<file path="src/rtl/id_ex_stage_pkg.sv">
// ----------------------------------------------------------------------------
// id_ex_stage_pkg
// Shared CPU types for the ID/EX stage and its forwarding muxes.
//   Data / DataReg : XLEN-wide datapath values (combinational / registered)
//   Bool           : single-bit flag
//   RegAddr        : register-file address
//   ALUOp          : ALU operation encoding (ALU_ADD is the idle/reset op)
//   REG_ZERO       : address of the hard-wired zero register x0
// ----------------------------------------------------------------------------
package id_ex_stage_pkg;

    localparam int CPU_XLEN  = 32;
    localparam int CPU_REG_W = 5;

    typedef logic [CPU_XLEN-1:0]  Data;
    typedef logic [CPU_XLEN-1:0]  DataReg;
    typedef logic                 Bool;
    typedef logic [CPU_REG_W-1:0] RegAddr;

    typedef enum logic [2:0] {
        ALU_ADD  = 3'd0,
        ALU_SLL  = 3'd1,
        ALU_SLT  = 3'd2,
        ALU_SLTU = 3'd3,
        ALU_XOR  = 3'd4,
        ALU_SRL  = 3'd5,
        ALU_OR   = 3'd6,
        ALU_AND  = 3'd7
    } ALUOp;

    localparam RegAddr REG_ZERO = '0;

endpackage

</file>
<file path="src/rtl/id_ex_stage_fwd_mux.sv">
// ----------------------------------------------------------------------------
// fwd_mux
// Selects the most recent value of one source register for the EX stage.
//   rs           : source register address latched in ID/EX
//   reg_val      : register-file value latched in ID/EX
//   mem_rd/mem_fwd_en/mem_result : EX/MEM forwarding source (highest priority)
//   wb_rd/wb_reg_write/wb_result : MEM/WB forwarding source
//   fwd_val      : forwarded operand
// x0 is never forwarded, so writes to x0 in flight cannot leak a nonzero value.
// ----------------------------------------------------------------------------
module fwd_mux #(
    parameter int XLEN  = 32,
    parameter int REG_W = 5
) (
    input  logic [REG_W-1:0] rs,
    input  logic [XLEN-1:0]  reg_val,
    input  logic [REG_W-1:0] mem_rd,
    input  logic             mem_fwd_en,
    input  logic [XLEN-1:0]  mem_result,
    input  logic [REG_W-1:0] wb_rd,
    input  logic             wb_reg_write,
    input  logic [XLEN-1:0]  wb_result,
    output logic [XLEN-1:0]  fwd_val
);

    logic rs_nonzero;
    logic mem_hit;
    logic wb_hit;

    assign rs_nonzero = (rs != '0);
    assign mem_hit    = mem_fwd_en   && (mem_rd == rs) && rs_nonzero;
    assign wb_hit     = wb_reg_write && (wb_rd  == rs) && rs_nonzero;

    // EX/MEM is younger than MEM/WB, so it wins when both match
    always_comb begin
        fwd_val = reg_val;
        if (mem_hit) begin
            fwd_val = mem_result;
        end else if (wb_hit) begin
            fwd_val = wb_result;
        end
    end

endmodule

</file>
<file path="src/rtl/id_ex_stage.sv">
// ----------------------------------------------------------------------------
// id_ex_stage
// ID/EX pipeline register plus operand forwarding, directly ahead of the ALU.
//   clk, reset         : rising-edge clock, asynchronous active-high reset
//   id_*               : decoded instruction from the ID stage
//   mem_* / wb_*       : forwarding sources from EX/MEM and MEM/WB
//   flush              : kill the instruction entering EX (branch redirect)
//   stall_id           : load-use hazard, hold PC and IF/ID this cycle
//   ex_*               : registered instruction and forwarded ALU operands
// ----------------------------------------------------------------------------
module id_ex_stage
    import id_ex_stage_pkg::*;
#(
    parameter int XLEN  = 32,
    parameter int REG_W = 5
) (
    input  logic             clk,
    input  logic             reset,
    input  logic             id_valid,
    input  logic [XLEN-1:0]  id_pc,
    input  logic [REG_W-1:0] id_rs1,
    input  logic [REG_W-1:0] id_rs2,
    input  logic [REG_W-1:0] id_rd,
    input  logic [XLEN-1:0]  id_rs1_val,
    input  logic [XLEN-1:0]  id_rs2_val,
    input  logic [XLEN-1:0]  id_imm,
    input  logic             id_a_pc,
    input  logic             id_b_imm,
    input  ALUOp             id_alu_op,
    input  logic             id_alu_mod,
    input  logic             id_mem_read,
    input  logic             id_mem_write,
    input  logic             id_reg_write,
    input  logic [REG_W-1:0] mem_rd,
    input  logic             mem_fwd_en,
    input  logic [XLEN-1:0]  mem_result,
    input  logic [REG_W-1:0] wb_rd,
    input  logic             wb_reg_write,
    input  logic [XLEN-1:0]  wb_result,
    input  logic             flush,
    output logic             stall_id,
    output logic             ex_valid,
    output logic [XLEN-1:0]  ex_a,
    output logic [XLEN-1:0]  ex_b,
    output ALUOp             ex_alu_op,
    output logic             ex_alu_mod,
    output logic [XLEN-1:0]  ex_store_data,
    output logic [REG_W-1:0] ex_rd,
    output logic             ex_reg_write,
    output logic             ex_mem_read,
    output logic             ex_mem_write,
    output logic [XLEN-1:0]  ex_pc
);

    logic             valid_q;
    logic [XLEN-1:0]  pc_q;
    logic [REG_W-1:0] rs1_q;
    logic [REG_W-1:0] rs2_q;
    logic [REG_W-1:0] rd_q;
    logic [XLEN-1:0]  rs1_val_q;
    logic [XLEN-1:0]  rs2_val_q;
    logic [XLEN-1:0]  imm_q;
    logic             a_pc_q;
    logic             b_imm_q;
    ALUOp             alu_op_q;
    logic             alu_mod_q;
    logic             mem_read_q;
    logic             mem_write_q;
    logic             reg_write_q;
    logic [XLEN-1:0]  fwd_rs1;
    logic [XLEN-1:0]  fwd_rs2;

    // Load-use hazard: the load in EX has no data until MEM/WB, so a dependent
    // instruction in ID waits one cycle. Decode zeroes unused rs2, and the
    // rd!=0 term keeps that zero from ever matching.
    assign stall_id = valid_q && mem_read_q && (rd_q != '0) && id_valid &&
                      ((id_rs1 == rd_q) || (id_rs2 == rd_q));

    // Pipeline register. Flush and stall both insert a bubble; the data
    // fields of a bubble are left stale because nothing downstream uses them.
    always_ff @(posedge clk or posedge reset) begin
        if (reset) begin
            valid_q     <= 1'b0;
            pc_q        <= '0;
            rs1_q       <= '0;
            rs2_q       <= '0;
            rd_q        <= '0;
            rs1_val_q   <= '0;
            rs2_val_q   <= '0;
            imm_q       <= '0;
            a_pc_q      <= 1'b0;
            b_imm_q     <= 1'b0;
            alu_op_q    <= ALU_ADD;
            alu_mod_q   <= 1'b0;
            mem_read_q  <= 1'b0;
            mem_write_q <= 1'b0;
            reg_write_q <= 1'b0;
        end else if (flush || stall_id) begin
            valid_q     <= 1'b0;
            mem_read_q  <= 1'b0;
            mem_write_q <= 1'b0;
            reg_write_q <= 1'b0;
        end else begin
            valid_q     <= id_valid;
            pc_q        <= id_pc;
            rs1_q       <= id_rs1;
            rs2_q       <= id_rs2;
            rd_q        <= id_rd;
            rs1_val_q   <= id_rs1_val;
            rs2_val_q   <= id_rs2_val;
            imm_q       <= id_imm;
            a_pc_q      <= id_a_pc;
            b_imm_q     <= id_b_imm;
            alu_op_q    <= id_alu_op;
            alu_mod_q   <= id_alu_mod;
            mem_read_q  <= id_mem_read;
            mem_write_q <= id_mem_write;
            reg_write_q <= id_reg_write;
        end
    end

    fwd_mux #(.XLEN(XLEN), .REG_W(REG_W)) u_fwd_rs1 (
        .rs           (rs1_q),
        .reg_val      (rs1_val_q),
        .mem_rd       (mem_rd),
        .mem_fwd_en   (mem_fwd_en),
        .mem_result   (mem_result),
        .wb_rd        (wb_rd),
        .wb_reg_write (wb_reg_write),
        .wb_result    (wb_result),
        .fwd_val      (fwd_rs1)
    );

    fwd_mux #(.XLEN(XLEN), .REG_W(REG_W)) u_fwd_rs2 (
        .rs           (rs2_q),
        .reg_val      (rs2_val_q),
        .mem_rd       (mem_rd),
        .mem_fwd_en   (mem_fwd_en),
        .mem_result   (mem_result),
        .wb_rd        (wb_rd),
        .wb_reg_write (wb_reg_write),
        .wb_result    (wb_result),
        .fwd_val      (fwd_rs2)
    );

    assign ex_valid      = valid_q;
    assign ex_a          = a_pc_q  ? pc_q  : fwd_rs1;
    assign ex_b          = b_imm_q ? imm_q : fwd_rs2;
    assign ex_store_data = fwd_rs2;
    assign ex_alu_op     = alu_op_q;
    assign ex_alu_mod    = alu_mod_q;
    assign ex_rd         = rd_q;
    assign ex_pc         = pc_q;

    // Side effects are gated so a bubble or reset can never write anything
    assign ex_reg_write  = valid_q && reg_write_q;
    assign ex_mem_read   = valid_q && mem_read_q;
    assign ex_mem_write  = valid_q && mem_write_q;

endmodule

</file>
<file path="config.mk">
export PLATFORM = sky130hd
export DESIGN_NAME = id_ex_stage
export DESIGN_NICKNAME = d
export VERILOG_FILES = /design/src/rtl/id_ex_stage_pkg.sv /design/src/rtl/id_ex_stage_fwd_mux.sv /design/src/rtl/id_ex_stage.sv
export SDC_FILE = /design/constraint.sdc
export NUM_CORES = 1
export LEC_CHECK = 0
export CAP_MARGIN = 5
export CORE_MARGIN = 2
export CORE_UTILIZATION = 39
export CTS_CLUSTER_SIZE = 24
export DETAILED_ROUTE_END_ITERATION = 8
export PLACE_DENSITY = 0.78
export SLEW_MARGIN = 20
export SYNTH_ARGS = -nofsm -noshare
export SYNTH_HDL_FRONTEND = slang
export SYNTH_SLANG_ARGS = --single-unit
</file>
<file path="constraint.sdc">
create_clock -name clk -period 4.67 [get_ports clk]
set_input_delay 0.467 -clock clk [delete_from_list [all_inputs] [get_ports clk]]
set_output_delay 0.467 -clock clk [all_outputs]
set_load 0.05 [all_outputs]
</file>
==> results.cfg, run 1 <==
[run_status]
status = complete, no violations

[global_route]
track_usage = 0.266
grt_pass1_wl_um = 46200
antenna_found_initial = 0
grt_pass1_vias = 8109
grt_start_max_net_pins = 88
grt_overflow_total = 0

[floorplanning]
start_util = 0.400
fp.dieW_um = 152
pin_count = 374
die_y_um = 152
row_count = 53
core_um2 = 21200
die_area_um2 = 23000

[cts]
post_cts_buffers = 0
ctsResizeCount = 0
cts.reportedPaths.clkPinSlew_ps = 70
cts_tree = built
clkLatencyLatePin_ps = 420
cts_sinks = 153
cts_buffers = 17
clock_path_buffers = 2
htree_levels = 4
root_buffer = clkbuf_16
cts_hold_buf = 0

[routing]
vias_per_cell = 5.60
first_pass_iters = 8
wl_um = 31200
drt_iter0_drc = 676
ant_nets = 0
wire_per_inst_um = 22.5
vias = 7768
drc_errors = 0

[cells_and_area]
nets = 1329
syn_to_final_growth_pct = 56.3
drive_gt1_frac = 0.297

[worst_setup_path]
worst-setup-path-type = input port to output pin
arrival_ps = 3300
worstSetupStartpointType = input port
cp-end-kind = output pin
cp_max_fo = 18
required_ps = 4200

[timing]
finalSetupTns_ps = 0
fin_ws_ps = 903
setup_viol = 0
tightest_slew_ps = 1000
slew_headroom = 0.332
max_freq_mhz = 265
fin_crit_ps = 3770
hold_viol_final = 0
slew_violations = 0
min_period_over_period = 0.807
fin_skew_ps = 8.26
grt_setup_unrepaired = no

[logic_synthesis]
synth_top_area_frac = 0.451
synth-main-ff-cell = dfrtp_1
async_reset_ff_frac = 1.00
yosysMostFrequentCell = mux2_2
ys_ff_latch = 153
yosys-top-cells-count = mux2_2 (175), dfrtp_1 (153), inv_1 (65)
ys.warnings.count = 0
yosysUniqueCellTypes = 35
synthTopCellsByArea = dfrtp_1 (45%), mux2_2 (23%), a222oi_1 (3.8%)
netlist_instances = 758
syn_area_um2 = 8500
synth_largest_area_cell = dfrtp_1
syn-num-nets = 990
avgSynthCellArea_um2 = 11.2
synth-edff-count = 0
seq_area_frac_synth = 0.451

[power]
seqPwrFrac = 0.316
pwr-share-clk = 0.315
power.leakage_nw = 5.52
ir_worst_vdd_mv = 0.225
p_int_w = 0.00322
p_per_area_nw_per_um2 = 376
switchingPower_w = 0.00178
combPwrFrac = 0.369
netSwitchingFraction = 0.356
p_total_w = 0.00499

[placed_design]
io_buffers = 373
place_ws_ps = 951
dpl.hpwl_um = 22000
gp_congestion = 0.840

[run]
max_cap_violations = 0

[hold_path]
worstHoldPathType = flip-flop to flip-flop
## worst max-delay path, cell delays in order
cell and delay [ps]:
clkdlybuf4s50_1 510, xnor2_1 130, nand4_1 110, nor4_1 600
nor2b_4 650, buf_4 350, a222oi_1 200, buf_12 260
## per-stage QoR
stage               instances  cell area (um^2)   util  hold WS (ps)
floorplan                 758              8500      -           475
global placement         1353             12600  0.595           483
detailed placement       1353             12600  0.595           491
CTS                      1385             13300  0.626           508
global route             1385             13300  0.626           513
finish                   1386             13300  0.626           505
## power groups by stage
stage,sequential [W],combinational [W],clock (W)
after floorplan,0.00167,0.000971,0
after global placement,0.00159,0.00182,0
after detailed placement,0.00160,0.00184,0
after CTS,0.00158,0.00185,0.00160
after global routing,0.00160,0.00192,0.00165
final,0.00158,0.00184,0.00157
## placed cells by master (no fill, tap or decap), types with 17 or more instances in the layout
master / n
clkdlybuf4s50_1: 277
buf_4: 76
buf_12: 34
o31ai_1: 32
inv_1: 64
mux2_2: 175
a31oi_1: 31
and3_1: 31
nor3_1: 32
dfrtp_1: 151
mux2i_1: 32
xnor2_1: 17
a222oi_1: 32
nand3_1: 32
clkbuf_16: 17
## state kept, by name (all words and copies together), names as in the netlist
signal       cells
a_pc_q           1
b_imm_q          1
ex_alu_mod       1
ex_alu_op        3
ex_pc           32
ex_rd            5
ex_valid         1
imm_q           32
mem_read_q       1
mem_write_q      1
reg_write_q      1
rs1_q            5
rs1_val_q       32
rs2_q            5
rs2_val_q       32
## cell type report
type                       count  area [um^2]
fill                        1722         7940
multi-input combinational    473         4170
timing repair buffer         387         4020
sequential                   153         3830
clock buffer                  19          443
tap                          275          344
inverter                      65          249
clock inverter                13          215
antenna                        1         2.50
## kinds of logic (layout without fill, tap and decap cells)
family	count (synthesis)	after routing	synth area share
AO/OA/AOI/OAI	105	105	0.0994
XOR/XNOR	30	30	0.0309
buffers and inverters	132	484	0.0645
flip-flops	153	153	0.451
multiplexers	207	207	0.270
other	0	1	0
AND/OR/NAND/NOR	131	131	0.0848
## path summary, 6_finish.rpt
path                           start            end  slack, ps  cells after the start
setup / recovery           mem_rd[0]        ex_a[4]        900                      8
hold / removal             imm_q[27]      imm_q[27]        500                      1
setup reg to reg            ex_rd[2]  rs1_val_q[15]       2230                      5
hold reg to reg            imm_q[27]      imm_q[27]        500                      1
max in group asynchronous      reset         a_pc_q       3260                      3
min in group asynchronous      reset       ex_rd[2]        520                      2
## layer usage
layer	share of wire	track usage
met5	0	0
met4	0.024	0.0963
met3	0.092	0.0704
met2	0.51	0.465
met1	0.37	0.315
Power figures use the tool's default switching activity.
==> run 2, diff against run 1 <==
CORE_UTILIZATION = 43   (was 39)
PLACE_DENSITY = 0.82   (was 0.78)
clock period = 3.8 ns   (was 4.67 ns; I/O delays follow)
==> results.cfg, run 2 (synthesized netlist as in run 1, its figures left out) <==
[cts]
cts_tree = built
cts_hold_buf = 0
ctsResizeCount = 0
cts_sinks = 153
clkLatencyLatePin_ps = 430
post_cts_buffers = 0
htree_levels = 4
cts_buffers = 17
clock_path_buffers = 2
root_buffer = clkbuf_16
cts.reportedPaths.clkPinSlew_ps = 60

[timing]
max_freq_mhz = 274
hold_viol_final = 0
tightest_slew_ps = 1010
grt_setup_unrepaired = no
min_period_over_period = 0.960
setup_viol = 0
finalSetupTns_ps = 0
slew_headroom = 0.327
fin_skew_ps = 7.91
fin_crit_ps = 3650
slew_violations = 0

[hold_path]
holdPathStages = 1
worstHoldEndpoint = imm_q[14]
worstHoldPathType = flip-flop to flip-flop
worstHoldStart = imm_q[14]

[power]
netSwitchingFraction = 0.358
p_per_area_nw_per_um2 = 452
p_int_w = 0.00388
ir_worst_vdd_mv = 0.300
switchingPower_w = 0.00216
combPwrFrac = 0.381
power.leakage_nw = 5.58
pwr-share-clk = 0.298
seqPwrFrac = 0.320

[cells_and_area]
syn_to_final_growth_pct = 57.4
fill_cells = 1488
most-common-layout-cells = clkdlybuf4s50_1 (277), mux2_2 (175), dfrtp_1 (152)
layout.cells.most_common = clkdlybuf4s50_1
drive_gt1_frac = 0.305
final_cells = 1387
nets = 1341
antenna_cells = 0

[global_route]
grt_start_max_net_pins = 43
grt_pass1_vias = 8070
grt_pass1_wl_um = 45900
track_usage = 0.293
grt_overflow_total = 0
antenna_found_initial = 0

[floorplanning]
fp.dieW_um = 145
start_util = 0.438
die_area_um2 = 20900
die_y_um = 145
pin_count = 374
core_um2 = 19400
row_count = 51

[worst_setup_path]
r2r_slack_ps = 1180
cp_max_fo = 32
cp-end-kind = output pin
worstSetupStartpointType = flip-flop
required_ps = 3420
rr_startpoint = ex_rd[1]
r2r_end = rs1_val_q[29]
worst-setup-path-type = flip-flop to output pin
reg2reg_depth = 5
arrival_ps = 3270

[placed_design]
io_buffers = 373
gp_congestion = 0.814
dpl.hpwl_um = 22200
dp_cells = 1355

[routing]
drt_iter0_drc = 685
ant_nets = 0
drc_errors = 0
vias_per_cell = 5.70
first_pass_iters = 9
wire_per_inst_um = 22.5
vias = 7910
wl_um = 31300

[run]
max_cap_violations = 0

[run_status]
status = complete, no violations
==> run 2: through the flow <==
stage | instance area [um^2] | util | setup slack [ps] | total power [W] | hold slack, ps
finish | 13400 | 0.689 | 152 | 0.00604 | 504
global placement | 12700 | 0.657 | 544 | 0.00422 | 483
detailed placement | 12700 | 0.657 | 529 | 0.00425 | 490
global route | 13400 | 0.689 | 40.0 | 0.00626 | 489
CTS | 13400 | 0.689 | 184 | 0.00607 | 489
floorplan | 8500 | - | 480 | 0.00325 | 475
==> run 2: final cells by class <==
type | instances | area (um^2) | area share
multi-input cells | 473 | 4170 | 0.312
repair buffers | 399 | 4160 | 0.311
flip-flops and latches | 153 | 3830 | 0.286
clock buffers | 22 | 484 | 0.0362
well taps | 265 | 332 | 0.0248
inverters | 65 | 248 | 0.0185
clock inverters | 10 | 139 | 0.0104
==> run 2: routing by layer <==
layer  share of wire  routed length (um)  vias to the layer above  global-route usage
met5               0                   0                        -                   0
met4           0.035                1090                        0               0.137
met3            0.10                3170                       82              0.0871
met2            0.50               15600                      516               0.491
met1            0.37               11400                     3815               0.347
li1                -                   -                     3497                   -
==> run 2: worst max-delay path by stage <==
| stage | from | depth (start not counted) | to |
|---|---|---|---|
| finish | rs2_q[1] | 6 | ex_b[27] |
| global route | rs1_q[2] | 7 | ex_a[11] |
| CTS | rs1_q[2] | 7 | ex_a[11] |
| detailed placement | wb_reg_write | 7 | ex_b[27] |
| global placement | wb_reg_write | 7 | ex_b[27] |
| floorplan | rs2_q[1] | 6 | ex_b[10] |
==> run 2: power groups by stage <==
stage | clock, W | sequential (W) | combinational [W]
2_1_floorplan | 0 | 0.00206 | 0.00119
3_3_place_gp | 0 | 0.00195 | 0.00227
3_5_place_dp | 0 | 0.00196 | 0.00229
4_1_cts | 0.00183 | 0.00193 | 0.00230
5_1_grt | 0.00190 | 0.00196 | 0.00240
6_report | 0.00180 | 0.00194 | 0.00230
==> run 2: worst max-delay path, cell delays in order (launching register included) <==
cell      delay, ps
dfrtp_1         450
or4_4           610
o211ai_4        190
or2_2           710
a31oi_1         340
mux2_2          350
buf_4           190
==> run 3, diff against run 2 <==
CORE_AREA = 2 2 147 149   (was unset)
CORE_MARGIN = unset   (was 2)
CORE_UTILIZATION = unset   (was 43)
CTS_BUF_LIST = sky130_fd_sc_hd__clkbuf_4   (was unset)
DIE_AREA = 0 0 149 151   (was unset)
PLACE_DENSITY = 0.78   (was 0.82)
==> results.cfg, run 3 (synthesized netlist as in run 1, its figures left out) <==
[cts]
cts_sinks = 153
htree_levels = 4
cts.reportedPaths.clkPinSlew_ps = 140
cts_tree = built
clock_path_buffers = 2
root_buffer = clkbuf_4
clkLatencyLatePin_ps = 560
cts_buffers = 17

[routing]
first_pass_iters = 9
drc_errors = 0
vias = 7899
vias_per_cell = 5.67
wire_per_inst_um = 22.7
ant_nets = 0
wl_um = 31600
drt_iter0_drc = 440

[placed_design]
dpl.hpwl_um = 22400
io_buffers = 373
postPlaceCellArea_um2 = 12600
dp_cells = 1358
gp_congestion = 0.833

[global_route]
grt_pass1_vias = 8165
grt_pass1_wl_um = 46600
grt_start_max_net_pins = 74
antenna_found_initial = 2
grt_overflow_total = 0
track_usage = 0.272

[floorplanning]
die_y_um = 151
die_area_um2 = 22500
row_count = 53
fp.dieW_um = 149
start_util = 0.408
core_um2 = 20800
pin_count = 374

[cells_and_area]
most-common-layout-cells = clkdlybuf4s50_1 (276), mux2_2 (175), dfrtp_1 (151)
fin_area_um2 = 12900
layout.cells.most_common = clkdlybuf4s50_1
final_cells = 1393
syn_to_final_growth_pct = 52.1
drive_gt1_frac = 0.303
nets = 1337

[timing]
min_period_over_period = 0.948
hold_viol_final = 0
setup_viol = 0
slew_violations = 0
fin_skew_ps = 18.5
tightest_slew_ps = 962
grt_setup_unrepaired = no
finalSetupTns_ps = 0
slew_headroom = 0.359
max_freq_mhz = 278
fin_crit_ps = 3600

[hold_path]
worstHoldPathType = input port to async pin

[worst_setup_path]
worst-path-stages = 7
slowest_stage = a222oi_1
cp-end-kind = output pin
required_ps = 3420
slowest_delay_ps = 670
cp_max_fo = 32
worstSetupStartpointType = flip-flop
reg2reg_depth = 5
arrival_ps = 3220
crit_chain = or4_1, nor2_2, nor4_2, nor2b_4, buf_4, a222oi_1, buf_12
critical_path_buf_inv_count = 2
worst-setup-path-type = flip-flop to output pin
critPathTopFamily = simple AND/OR/NAND/NOR gates

[run_status]
status = complete, no violations

[power]
p_per_area_nw_per_um2 = 402
ir_worst_vdd_mv = 0.244
power.leakage_nw = 5.36

[run]
max_cap_violations = 0
-- run 3: final timing paths --
check	startpoint	to	slack [ps]
max	rs1_q[1]	ex_a[3]	200
min	reset	ex_rd[2]	90
max reg2reg	ex_rd[1]	ex_alu_op[2]	1160
min reg2reg	imm_q[16]	imm_q[16]	520
max in group asynchronous	reset	rs1_val_q[17]	3000
min in group clk	id_reg_write	reg_write_q	370
-- run 3: layout make-up --
type                    instances  area [um^2]
fillers                      1713         7900
multi-input cells             474         4210
repair buffers                394         4020
flip-flops and latches        153         3830
well taps                     275          344
inverters                      65          248
clock buffers                  18          135
clock inverters                13          128
diodes                          1         2.50
-- run 3: where the power goes --
group | internal [W] | switching [W] | total [W] | leakage [nW]
logic | 0.000945 | 0.00130 | 0.00224 | 3.43
clock network | 0.000389 | 0.000623 | 0.00101 | 0.141
registers | 0.00179 | 0.000153 | 0.00194 | 1.79
-- run 3: what timing repair did --
item                                    in CTS  in global routing
hold buffers                                 0                  0
pin swaps                                    0                  3
setup buffers                                0                  2
endpoints found under the setup margin      24                 47
resized for setup                            1                  5
gates cloned                                 0                  1
endpoints found under the hold margin        0                  0
-- run 3: worst register-to-register path, cell delays in order (launching register included) --
cell     delay, ps
dfrtp_1        470
or4_1          530
nor2_1         170
o21ba_4        610
buf_4          380
mux2_2         370
-- run 3: through the flow --
stage	utilization	hold slack (ps)	total power, W	worst slack, ps
after floorplan	-	475	0.00325	480
after global placement	0.605	484	0.00417	217
after detailed placement	0.605	492	0.00420	176
after CTS	0.618	53.2	0.00522	50.3
after global routing	0.621	49.6	0.00542	31.7
final	0.621	92.4	0.00520	198
-- run 3: layer usage --
layer  routed length, um  vias up  GRT usage
met3                2830       73     0.0765
met1               12300     3886      0.323
li1                    -     3495          -
met4                1070        2      0.116
met5                  13        -          0
met2               15500      443      0.463
